**config.mk**
```make
export PLATFORM = sky130hd
export DESIGN_NAME = instr_fetch_unit
export DESIGN_NICKNAME = d
export VERILOG_FILES = /design/src/rtl/rv32i_pkg.sv /design/src/rtl/fetch_fifo.sv /design/src/rtl/instr_fetch_unit.sv
export SDC_FILE = /design/constraint.sdc
export NUM_CORES = 1
export LEC_CHECK = 0
export ABC_AREA = 1
export BUFFER_PORTS_ARGS = -buffer_cell sky130_fd_sc_hd__buf_2
export CORE_MARGIN = 2
export CORE_UTILIZATION = 56
export DETAILED_ROUTE_END_ITERATION = 10
export PLACE_DENSITY = 0.84
export SYNTH_ARGS = -nofsm -noshare
export SYNTH_HDL_FRONTEND = slang
export SYNTH_SLANG_ARGS = --single-unit
```
**constraint.sdc**
```tcl
create_clock -name clk -period 5.22 [get_ports clk]
set_input_delay 0.522 -clock clk [delete_from_list [all_inputs] [get_ports clk]]
set_output_delay 0.522 -clock clk [all_outputs]
set_load 0.05 [all_outputs]
```
**src/rtl/rv32i_pkg.sv**
```systemverilog
// Shared RV32I front-end definitions: data width, NOP encoding, default
// reset PC and the {pc, instr} fetch-queue entry.
package rv32i_pkg;

   localparam int unsigned XLEN = 32;

   // ADDI x0, x0, 0
   localparam logic [XLEN-1:0] NOP_INSTR        = 32'h0000_0013;
   localparam logic [XLEN-1:0] DEFAULT_RESET_PC = 32'h0000_0000;

   typedef struct packed {
      logic [XLEN-1:0] pc;
      logic [XLEN-1:0] instr;
   } fetch_entry_t;

   localparam int unsigned FETCH_ENTRY_W = $bits(fetch_entry_t);

endpackage

```
**src/rtl/fetch_fifo.sv**
```systemverilog
// Synchronous FIFO with flush, used for both the PC tag queue and the fetch
// queue. DEPTH must be a power of two (>= 2) so the pointers wrap naturally.
// Ports:
//   clk, reset        clock, async active-high reset
//   flush             drop all entries (wins over push/pop)
//   push, push_data   write an entry
//   pop, pop_data     remove head entry; pop_data always shows the head
//   full, empty       occupancy flags
//   count             number of stored entries
module fetch_fifo #(
   parameter int unsigned DEPTH = 2,
   parameter int unsigned WIDTH = 32
) (
   input  logic                     clk,
   input  logic                     reset,
   input  logic                     flush,
   input  logic                     push,
   input  logic [WIDTH-1:0]         push_data,
   input  logic                     pop,
   output logic [WIDTH-1:0]         pop_data,
   output logic                     full,
   output logic                     empty,
   output logic [$clog2(DEPTH):0]   count
);

   localparam int unsigned AW = $clog2(DEPTH);
   localparam int unsigned CW = AW + 1;

   logic [WIDTH-1:0] mem [DEPTH];
   logic [AW-1:0]    wr_ptr;
   logic [AW-1:0]    rd_ptr;
   logic             do_push_c;
   logic             do_pop_c;

   assign full     = (count == CW'(DEPTH));
   assign empty    = (count == '0);
   assign pop_data = mem[rd_ptr];

   // A push into a full queue is only legal when the head leaves that cycle.
   assign do_pop_c  = pop && !empty;
   assign do_push_c = push && (!full || do_pop_c);

   // Pointer and occupancy tracking
   always_ff @(posedge clk or posedge reset) begin
      if (reset) begin
         wr_ptr <= '0;
         rd_ptr <= '0;
         count  <= '0;
      end else if (flush) begin
         wr_ptr <= '0;
         rd_ptr <= '0;
         count  <= '0;
      end else begin
         if (do_push_c) wr_ptr <= wr_ptr + AW'(1);
         if (do_pop_c)  rd_ptr <= rd_ptr + AW'(1);
         count <= count + CW'(do_push_c) - CW'(do_pop_c);
      end
   end

   // Storage needs no reset; contents are qualified by count
   always_ff @(posedge clk) begin
      if (do_push_c && !flush) mem[wr_ptr] <= push_data;
   end

   overflow_a: assert property (@(posedge clk) disable iff (reset)
                                !(push && full && !pop && !flush));

endmodule

```
**src/rtl/instr_fetch_unit.sv**
```systemverilog
// RV32I fetch stage. Owns the PC, issues in-order word requests under a
// credit limit of FIFO_DEPTH (queued + outstanding), buffers returned words
// with their PC and hands {instr, pc, pc+4} to decode. A redirect flushes
// both queues and arms a discard counter so stale responses are dropped.
// Ports:
//   clk, reset                  clock, async active-high reset
//   imem_req/addr/gnt           instruction memory request channel
//   imem_rvalid/rdata           in-order response channel
//   redirect, redirect_pc       taken branch/jump from execute
//   out_valid/ready             decode handshake
//   out_instr/pc/pc_plus4       decode payload (NOP when !out_valid)
module instr_fetch_unit
   import rv32i_pkg::*;
#(
   parameter logic [XLEN-1:0] RESET_PC   = DEFAULT_RESET_PC,
   parameter int unsigned     FIFO_DEPTH = 2
) (
   input  logic            clk,
   input  logic            reset,
   output logic            imem_req,
   output logic [XLEN-1:0] imem_addr,
   input  logic            imem_gnt,
   input  logic            imem_rvalid,
   input  logic [XLEN-1:0] imem_rdata,
   input  logic            redirect,
   input  logic [XLEN-1:0] redirect_pc,
   output logic            out_valid,
   input  logic            out_ready,
   output logic [XLEN-1:0] out_instr,
   output logic [XLEN-1:0] out_pc,
   output logic [XLEN-1:0] out_pc_plus4
);

   localparam int unsigned CW = $clog2(FIFO_DEPTH) + 1;
   localparam int unsigned SW = CW + 1;

   logic [XLEN-1:0] fetch_pc;
   logic [CW-1:0]   outstanding;
   logic [CW-1:0]   discard;

   logic [XLEN-1:0] tag_pc;
   logic [CW-1:0]   tag_count;
   logic            tag_full;
   logic            tag_empty;
   logic [CW-1:0]   q_count;
   logic            q_full;
   logic            q_empty;
   fetch_entry_t    head;
   fetch_entry_t    new_entry_c;

   logic issue_c;
   logic grant_c;
   logic keep_c;
   logic pop_c;
   logic unused_status;

   // Credit: never more words in flight plus buffered than the queue can hold
   assign issue_c = !reset && !redirect &&
                    ((SW'(q_count) + SW'(outstanding)) < SW'(FIFO_DEPTH));
   assign imem_req  = issue_c;
   assign imem_addr = fetch_pc;
   assign grant_c   = issue_c && imem_gnt;

   // Responses are kept only when no pre-redirect words remain to be dropped
   assign keep_c      = imem_rvalid && !redirect && (discard == '0);
   assign new_entry_c = '{pc: tag_pc, instr: imem_rdata};

   assign out_valid    = !q_empty && !redirect;
   assign pop_c        = out_valid && out_ready;
   assign out_instr    = out_valid ? head.instr : NOP_INSTR;
   assign out_pc       = head.pc;
   assign out_pc_plus4 = out_pc + 32'd4;

   assign unused_status = ^{tag_full, tag_empty, tag_count, q_full};

   // PC of each granted request, matched to responses in order
   fetch_fifo #(.DEPTH(FIFO_DEPTH), .WIDTH(XLEN)) u_tag_q (
      .clk       (clk),
      .reset     (reset),
      .flush     (redirect),
      .push      (grant_c),
      .push_data (fetch_pc),
      .pop       (keep_c),
      .pop_data  (tag_pc),
      .full      (tag_full),
      .empty     (tag_empty),
      .count     (tag_count)
   );

   // Returned words awaiting decode
   fetch_fifo #(.DEPTH(FIFO_DEPTH), .WIDTH(FETCH_ENTRY_W)) u_fetch_q (
      .clk       (clk),
      .reset     (reset),
      .flush     (redirect),
      .push      (keep_c),
      .push_data (new_entry_c),
      .pop       (pop_c),
      .pop_data  (head),
      .full      (q_full),
      .empty     (q_empty),
      .count     (q_count)
   );

   // PC, bus-outstanding and discard counters
   always_ff @(posedge clk or posedge reset) begin
      if (reset) begin
         fetch_pc    <= RESET_PC;
         outstanding <= '0;
         discard     <= '0;
      end else begin
         // Outstanding follows the bus even across redirects
         outstanding <= outstanding + CW'(grant_c) - CW'(imem_rvalid);
         if (redirect) begin
            fetch_pc <= {redirect_pc[XLEN-1:2], 2'b00};
            discard  <= outstanding - CW'(imem_rvalid);
         end else begin
            if (grant_c) fetch_pc <= fetch_pc + 32'd4;
            if (imem_rvalid && (discard != '0)) discard <= discard - CW'(1);
         end
      end
   end

endmodule

```
==> results.cfg, run 1 <==
[status]
outcome = completed

[synthesis]
ys_warn_count = 0
ys_ff_latch = 226
synth_edf_count = 184
synth-seq-area-share_pct = 61.7
avgSynthCellArea_um2 = 9.23
synth_top_area_share_pct = 51.9
yosys.area.top_type = edfxtp_1
synth_cell_type_count = 38
synth_ff_type = edfxtp_1
synthTopCellsByArea = edfxtp_1 52%, nand2_1 18%, dfrtp_1 9.9%
synth_area_um2 = 10700
async_flop_share_pct = 18.6
synth_cells = 1154

[die]
start_util_pct = 56.9
ios = 200
dieWidth_um = 142
row_count = 50
core_um2 = 18700
die_h_um = 142
die-area_um2 = 20100

[cells_and_area]
syn_to_final_growth_pct = 17.4
final_cell_mix = 505 x nand2_1, 191 x buf_2, 184 x edfxtp_1
final_common_cell = nand2_1
drive_above_1_share_pct = 19.4
fillers = 1383
design_area_um2 = 12500
nNetsFinal = 1427
fin_cells = 1595

[hold_path]
hp-class = in -> async

[setup_path]
critPathMaxStageDelay_ns = 0.53
worstPathCellList = inv_2 > buf_4 > nand2_1 > nand2_1 > nand2_1 > nor2_4 > nand2_2 > nor2_2 > nand3_1 > nand2_1 > buf_2
crit_path_end_kind = output port
required_ns = 4.70
worstPathArrival_ns = 3.23
path_max_fanout = 44
crit_top_cell = nand2_1
critPathKind = reg -> out
start_kind = register
cp_slowest_cell = dfrtp_2

[clock_network]
post_cts_buffers = 0
post_cts_resized = 0
clk_latency_ns = 0.49
cts.path.max_buffers = 3
path_clk_slew_ns = 0.06
cts_buffers = 22
cts_tree = yes
cts_sinks = 226
cts-root-buf = clkbuf_16
holdBufCountCts = 0
htree_levels = 1

[sta]
worst_slew_pin_slew_ns = 1.04
slew_violations = 0
setup_violations = 0
hold_violations = 0
period_needed_ns = 3.76
setup_tns_ns = 0
rsz0062_at_grt = false
setup_ws_ns = 1.46
fin_skew_ns = 0.00778
slew_headroom_pct = 30.9
clock.fmax_ghz = 0.266
post-route-period-util_pct = 72.0

[global_routing]
grt_pass1_vias = 7857
grt_pass1_wl_mm = 37.9
antenna_found_initial = 1
grt_overflow = 0
grt_max_degree = 55
track_usage_pct = 23.7

[power]
max-vdd-ir-drop_v = 0.000244
p_leak_nw = 5.75
pwr_density_cell_nw_per_um2 = 436

[placed_design]
io_buffers = 191
dp.cells = 1556
hpwl_mm = 16.3
pre_cts_slack_ns = 1.89
place_area_um2 = 11800
place.gp.congestion = 0.894

[routing]
remaining_drc_errors = 0
num_vias = 8198
ant_nets = 0
routed_wirelength_mm = 24.0
vias_per_cell = 5.14
dr.pass1.iters = 5
wire_per_inst_um = 15.0
first_iter_violations = 602

[run]
cap_violations = 0
## Yosys cell counts (5+ instances only)
cell type    n
edfxtp_1   184
nand3_1     62
nor2_2       6
o211ai_1     5
ha_1        10
xnor2_1      8
nor2_1      92
nand2_2     15
dfrtp_1     42
nand2_1    505
xor2_1      24
clkbuf_1    21
o21bai_1     5
inv_1      110
o21ai_0     20
buf_4       10
## metal layers
metal  GRT usage [%]  routed length, um
met5               0                  0
met3            2.77               1500
met4            8.74                654
met1            31.1               9840
met2            41.2              12000
## final timing paths
| kind | slack (ns) | cells after the start | end | from |
|---|---|---|---|---|
| max reg2reg | 2.18 | 9 | u_tag_q.mem[0][11] | u_fetch_q.count[0] |
| max in group asynchronous | 4.64 | 3 | u_fetch_q.rd_ptr | reset |
| min | 0.16 | 3 | outstanding[1] | reset |
| max | 1.46 | 11 | out_pc_plus4[31] | u_fetch_q.rd_ptr |
| min reg2reg | 0.54 | 1 | outstanding[0] | outstanding[0] |
| min in group clk | 0.21 | 1 | u_fetch_q.mem[1][22] | imem_rdata[22] |
## final cells by class
type / instances / area (um2) / share of cell area (%)
flip-flops and latches: 226 / 6580 / 52.6
multi-input cells: 783 / 3500 / 28.0
repair buffers: 201 / 1060 / 8.44
clock buffers: 29 / 598 / 4.78
inverters: 112 / 420 / 3.36
well taps: 234 / 293 / 2.34
clock inverters: 9 / 65.1 / 0.520
diodes: 1 / 2.50 / 0.0200
## metrics by stage
stage          total power, mW  hold slack, ns  util [%]
4_1_cts                   5.48           0.174      66.9
3_5_place_dp              4.01           0.524      63.3
2_1_floorplan             3.59           0.483         -
3_3_place_gp              3.96           0.512      63.3
6_report                  5.46           0.160      66.9
5_1_grt                   5.69           0.198      66.9
## critical path, delay by kind of cell, from the launching register on
family / cells / cell delay, ns
flops: 1 / 0.53
buf+inv: 3 / 0.99
simple gates: 8 / 1.19
## sequential cells by signal (all words and copies together) (netlist names)
name / cells
u_tag_q.count: 2
u_tag_q.mem: 60
discard: 2
u_fetch_q.count: 2
imem_addr: 30
outstanding: 2
u_fetch_q.rd_ptr: 1
u_fetch_q.mem: 124
u_fetch_q.wr_ptr: 1
u_tag_q.wr_ptr: 1
u_tag_q.rd_ptr: 1
## kinds of logic (layout without fill, tap and decap cells)
group / after synthesis / count (layout) / synth area share (%)
AND/OR/NAND/NOR: 694 / 694 / 26.2
flip-flops: 226 / 226 / 61.7
buffers and inverters: 150 / 351 / 5.81
AO/OA/AOI/OAI: 40 / 40 / 2.24
XOR/XNOR: 32 / 32 / 2.63
adder cells (fa/ha/maj): 11 / 11 / 1.36
other: 1 / 7 / 0.0352
## power breakdown
group	internal (mW)	total [mW]	switching [mW]
Sequential	2.15	2.29	0.141
Combinational	0.376	1.69	1.32
Clock	0.851	1.47	0.624
Total	3.38	5.46	2.08
Note: power is estimated with default switching activity, not from simulation.
==> inputs of run 2 (changes only) <==
--- a/config.mk
+++ b/config.mk
@@ -8,9 +8,9 @@
 export ABC_AREA = 1
 export BUFFER_PORTS_ARGS = -buffer_cell sky130_fd_sc_hd__buf_2
 export CORE_MARGIN = 2
-export CORE_UTILIZATION = 56
+export CORE_UTILIZATION = 50
 export DETAILED_ROUTE_END_ITERATION = 10
-export PLACE_DENSITY = 0.84
+export PLACE_DENSITY = 0.8
 export SYNTH_ARGS = -nofsm -noshare
 export SYNTH_HDL_FRONTEND = slang
 export SYNTH_SLANG_ARGS = --single-unit
==> constraint.sdc (replaced) <==
create_clock -name clk -period 3.3 [get_ports clk]
set_input_delay 0.33 -clock clk [delete_from_list [all_inputs] [get_ports clk]]
set_output_delay 0.33 -clock clk [all_outputs]
set_load 0.05 [all_outputs]
==> run 2 against run 1 <==
Non-clock buffer count is 7 higher. First-iteration DRC count is 5.5% lower. Count of clock-buffer cells in the layout is 3 lower. Global-route usage is 2.5 points lower. Worst hold slack worse by 0.15 ns. Sequential share of layout area is 0.91 points lower. Critical path type unchanged.
==> results.cfg, run 2 (synthesis gave the netlist of run 1 again) <==
[status]
outcome = completed

[run]
cap_violations = 0

[setup_path]
r2r-start = u_fetch_q.count[0]
path_max_fanout = 11
required_ns = 2.97
critPathKind = reg -> out
cp-startpoint = u_fetch_q.rd_ptr
r2r_cells = 10
worstPathArrival_ns = 2.68
crit_path_end_kind = output port
start_kind = register

[global_routing]
grt_pass1_wl_mm = 37.7
grt_max_degree = 48
grt_overflow = 0
antenna_found_initial = 0
track_usage_pct = 21.3
grt_pass1_vias = 7748

[clock_network]
post_cts_resized = 0
path_clk_slew_ns = 0.06
cts.path.max_buffers = 3
htree_levels = 1
post_cts_buffers = 0
holdBufCountCts = 0
cts_tree = yes
cts_buffers = 22
cts_sinks = 226
cts-root-buf = clkbuf_16
clk_latency_ns = 0.50

[placed_design]
place.gp.congestion = 0.892
hpwl_mm = 17.2
io_buffers = 191
place_area_um2 = 12000

[routing]
ant_nets = 0
num_vias = 8159
routed_wirelength_mm = 24.2
wire_per_inst_um = 14.7
first_iter_violations = 569
vias_per_cell = 4.96
remaining_drc_errors = 0
dr.pass1.iters = 5

[cells_and_area]
final_cell_mix = 504 x nand2_1, 191 x buf_2, 184 x edfxtp_1
final_common_cell = nand2_1
nNetsFinal = 1434
design_area_um2 = 12700
largest_reg_flops = 124
top_register = u_fetch_q.mem
post-route-util_pct = 60.7
syn_to_final_growth_pct = 19.5
fillers = 1722
drive_above_1_share_pct = 20.5

[sta]
period_needed_ns = 3.01
hold_violations = 0
clock.fmax_ghz = 0.333
worst_slew_pin_slew_ns = 0.866
slew_headroom_pct = 42.2
post-route-period-util_pct = 91.1
slew_violations = 0
fin_skew_ns = 0.0113
rsz0062_at_grt = false
setup_violations = 0

[power]
p_leak_nw = 5.83
pwr_density_cell_nw_per_um2 = 700
max-vdd-ir-drop_v = 0.000410

[die]
ios = 200
core_um2 = 21000
dieWidth_um = 150
die-area_um2 = 22500
start_util_pct = 50.8
row_count = 53
die_h_um = 150

[hold_path]
hp-class = in -> async
-- run 2: cell count changes in the layout (fill, tap and decap cells not counted), moves of 2 or more --
cell       delta
buf_4         +8
bufinv_16     +3
xor2_2        +2
clkinv_4      +2
clkbuf_1      -3
xor2_1        -2
-- run 2: path summary, 6_finish.rpt --
check | slack (ns) | endpoint
min in group clk | 0.02 | u_fetch_q.mem[0][23]
max in group asynchronous | 2.87 | u_fetch_q.rd_ptr
worst max register to register | 0.65 | imem_addr[6]
worst max-delay path | 0.29 | out_pc_plus4[18]
worst min-delay path | 0.005 | outstanding[0]
worst min register to register | 0.54 | u_fetch_q.mem[1][35]
-- run 2: through the flow --
| stage | hold slack (ns) | setup TNS, ns | setup WS [ns] | instances | total power, mW |
|---|---|---|---|---|---|
| floorplan | 0.330 | -106.29 | -0.857 | 1159 | 5.69 |
| global placement | 0.515 | 0 | 0.672 | 1604 | 6.30 |
| detailed placement | 0.521 | 0 | 0.646 | 1604 | 6.38 |
| CTS | 0.00476 | 0 | 0.136 | 1644 | 8.97 |
| global route | 0.00405 | 0 | 0.0769 | 1644 | 9.32 |
| finish | 0.00545 | 0 | 0.293 | 1646 | 8.92 |
-- run 2: power breakdown --
group / internal (mW) / leakage, nW / switching, mW
combinational: 0.607 / 3.28 / 2.09
clock: 1.58 / 0.369 / 1.02
sequential: 3.40 / 2.18 / 0.217
total: 5.59 / 5.83 / 3.33
-- run 2: final cells by class --
type / instances / area, um2 / area share [%]
Multi-Input combinational cell: 783 / 3530 / 27.7
Tap cell: 275 / 344 / 2.70
Antenna cell: 2 / 5.00 / 0.0393
Sequential cell: 226 / 6580 / 51.7
Timing Repair Buffer: 208 / 1100 / 8.61
Clock inverter: 14 / 170 / 1.34
Clock buffer: 26 / 587 / 4.61
Inverter: 112 / 424 / 3.33
-- run 2: worst max-delay path, stage by stage (launching register included) --
cell and delay (ns):
dfrtp_2 0.50, nand2_1 0.11, o21ai_2 0.11, inv_1 0.14, ha_1 0.28, nand2_1 0.09, nor2_2 0.16, nand2_2 0.15
nor2_1 0.21, xor2_2 0.15, buf_2 0.27
-- run 2: layer usage --
metal,GRT usage (%),share of wire [%],vias up
met3,2.71,6.4,43
met4,8.40,2.6,0
met1,28.3,42,3790
met5,0,0,-
met2,35.7,49,266
li1,-,-,4060
==> inputs of run 3 (changes only) <==
--- a/config.mk
+++ b/config.mk
@@ -7,10 +7,12 @@
 export LEC_CHECK = 0
 export ABC_AREA = 1
 export BUFFER_PORTS_ARGS = -buffer_cell sky130_fd_sc_hd__buf_2
+export CELL_PAD_IN_SITES_DETAIL_PLACEMENT = 1
+export CELL_PAD_IN_SITES_GLOBAL_PLACEMENT = 2
 export CORE_MARGIN = 2
-export CORE_UTILIZATION = 50
+export CORE_UTILIZATION = 31
 export DETAILED_ROUTE_END_ITERATION = 10
-export PLACE_DENSITY = 0.8
+export PLACE_DENSITY = 0.81
 export SYNTH_ARGS = -nofsm -noshare
 export SYNTH_HDL_FRONTEND = slang
 export SYNTH_SLANG_ARGS = --single-unit
==> run 3 against run 2 <==
Non-clock buffer count up 33. Combinational power increased by 5%. Setup slack worse by 0.012 ns. Design area up 4.2%. Clock skew shrank 0.0030 ns. Sequential power hardly changed. First-iteration DRC count shrank 38%. Sequential share of layout area is 2.1 points lower. Register-to-register slack better by 0.32 ns. Clock power fell by 5%. Critical path type unchanged.
==> results.cfg, run 3 (synthesis gave the netlist of run 1 again) <==
[routing]
ant_nets = 0
vias_per_cell = 4.47
routed_wirelength_mm = 29.4
wire_per_inst_um = 15.9
first_iter_violations = 351
remaining_drc_errors = 0
num_vias = 8277
dr.pass1.iters = 4

[sta]
hold_violations = 0
clock.fmax_ghz = 0.331
slew_headroom_pct = 38.5
slew_violations = 0
setup_tns_ns = 0
rsz0062_at_grt = false
whs_ns = 0.0238
worst_slew_pin_slew_ns = 0.921
period_needed_ns = 3.02
post-route-period-util_pct = 91.5
fin_skew_ns = 0.00832
setup_violations = 0
setup_ws_ns = 0.282

[clock_network]
htree_levels = 1
cts_tree = yes
cts-root-buf = clkbuf_16
path_clk_slew_ns = 0.06
clk_latency_ns = 0.50
cts_sinks = 226
cts.path.max_buffers = 3
cts_buffers = 23

[setup_path]
required_ns = 2.97
critPathKind = reg -> out
r2r_cells = 12
rrSetupSlack_ns = 0.97
crit_path_end_kind = output port
start_kind = register
r2r-start = u_fetch_q.count[0]
worstReg2RegEnd = imem_addr[11]
path_max_fanout = 33
worstPathArrival_ns = 2.69

[hold_path]
holdPathStages = 1
worstHoldEndpoint = u_fetch_q.mem[1][12]
hp-class = in -> reg
min_from = imem_rdata[12]

[cells_and_area]
multi_input_area_um2 = 3520
top_register = u_fetch_q.mem
fin_cells = 1851
nNetsFinal = 1468
syn_to_final_growth_pct = 24.6
regArea_um2 = 6580
fillers = 3965
antennaDiodeCount = 0
post-route-util_pct = 39.4
final_common_cell = nand2_1
drive_above_1_share_pct = 21.3
design_area_um2 = 13300
largest_reg_flops = 124
final_cell_mix = 505 x nand2_1, 191 x buf_2, 184 x edfxtp_1

[die]
die_h_um = 189
row_count = 67
ios = 200
start_util_pct = 31.6
die-area_um2 = 35900
core_um2 = 33700
dieWidth_um = 189

[status]
outcome = completed

[placed_design]
place_area_um2 = 12400
pre_cts_slack_ns = 0.524
io_buffers = 191
place.gp.congestion = 0.801
hpwl_mm = 21.7
dp.cells = 1793

[run]
cap_violations = 0

[power]
max-vdd-ir-drop_v = 0.000284
p_leak_nw = 5.98
pwr_density_cell_nw_per_um2 = 673
power_mw = 8.93

[global_routing]
grt_overflow = 0
track_usage_pct = 16.3
grt_pass1_vias = 8770
grt_pass1_wl_mm = 46.5
grt_max_degree = 44
antenna_found_initial = 0
[run 3: changes by cell type in the layout (fill, tap and decap cells not counted), moves of 2 or more]
cell	before	now
buf_12	1	6
buf_4	16	24
buf_6	0	2
bufinv_16	4	2
clkbuf_1	3	5
clkinv_1	7	3
clkinv_2	2	4
clkinvlp_4	1	3
diode_2	2	0
dlygate4sd3_1	0	17
[run 3: worst max-delay path, cell delays in order, from the launching register on]
cell and delay (ns):
dfrtp_2 0.49, buf_6 0.27, buf_8 0.27, nand2_1 0.08, nand2_1 0.21, nand2_1 0.11, nor2_1 0.11, nand2_1 0.07
nor2_1 0.13, nand3_1 0.08, nand2_1 0.10, buf_2 0.26
[run 3: how the worst max path moves through the flow]
| stage | start | endpoint | slack (ns) |
|---|---|---|---|
| after floorplan | redirect | u_fetch_q.mem[0][0] | -0.86 |
| after global placement | u_fetch_q.rd_ptr | out_pc_plus4[31] | 0.58 |
| after detailed placement | u_fetch_q.rd_ptr | out_pc_plus4[31] | 0.52 |
| after CTS | u_fetch_q.rd_ptr | out_pc_plus4[31] | 0.09 |
| after global routing | u_fetch_q.rd_ptr | out_pc_plus4[31] | 0.0004 |
| final | u_fetch_q.rd_ptr | out_pc_plus4[31] | 0.28 |
[run 3: power by group]
| part | internal [mW] | total (mW) | switching [mW] |
|---|---|---|---|
| Combinational | 0.664 | 2.83 | 2.17 |
| Clock | 1.44 | 2.48 | 1.04 |
| Sequential | 3.40 | 3.62 | 0.225 |
[run 3: layout make-up]
cell class / count / share of cell area, %
inverters: 112 / 3.20
repair buffers: 241 / 11.0
well taps: 448 / 4.23
clock buffers: 28 / 4.48
flip-flops and latches: 226 / 49.6
clock inverters: 13 / 0.943
multi-input cells: 783 / 26.5
[run 3: per-layer routing]
| metal | up-vias | share of wire [%] | GRT usage [%] | routed length, um |
|---|---|---|---|---|
| li1 | 4124 | - | - | - |
| met1 | 3984 | 44 | 20.6 | 13000 |
| met2 | 140 | 51 | 29.8 | 14900 |
| met3 | 29 | 3.3 | 1.89 | 958 |
| met4 | 0 | 1.8 | 4.11 | 540 |
| met5 | - | 0 | 0 | 0 |
[run 3: what timing repair did]
item	CTS	global route
gates resized for setup	1	5
endpoints found under the setup margin	1	5
hold endpoints to repair	34	0
hold buffers	17	0
buffers inserted	0	0
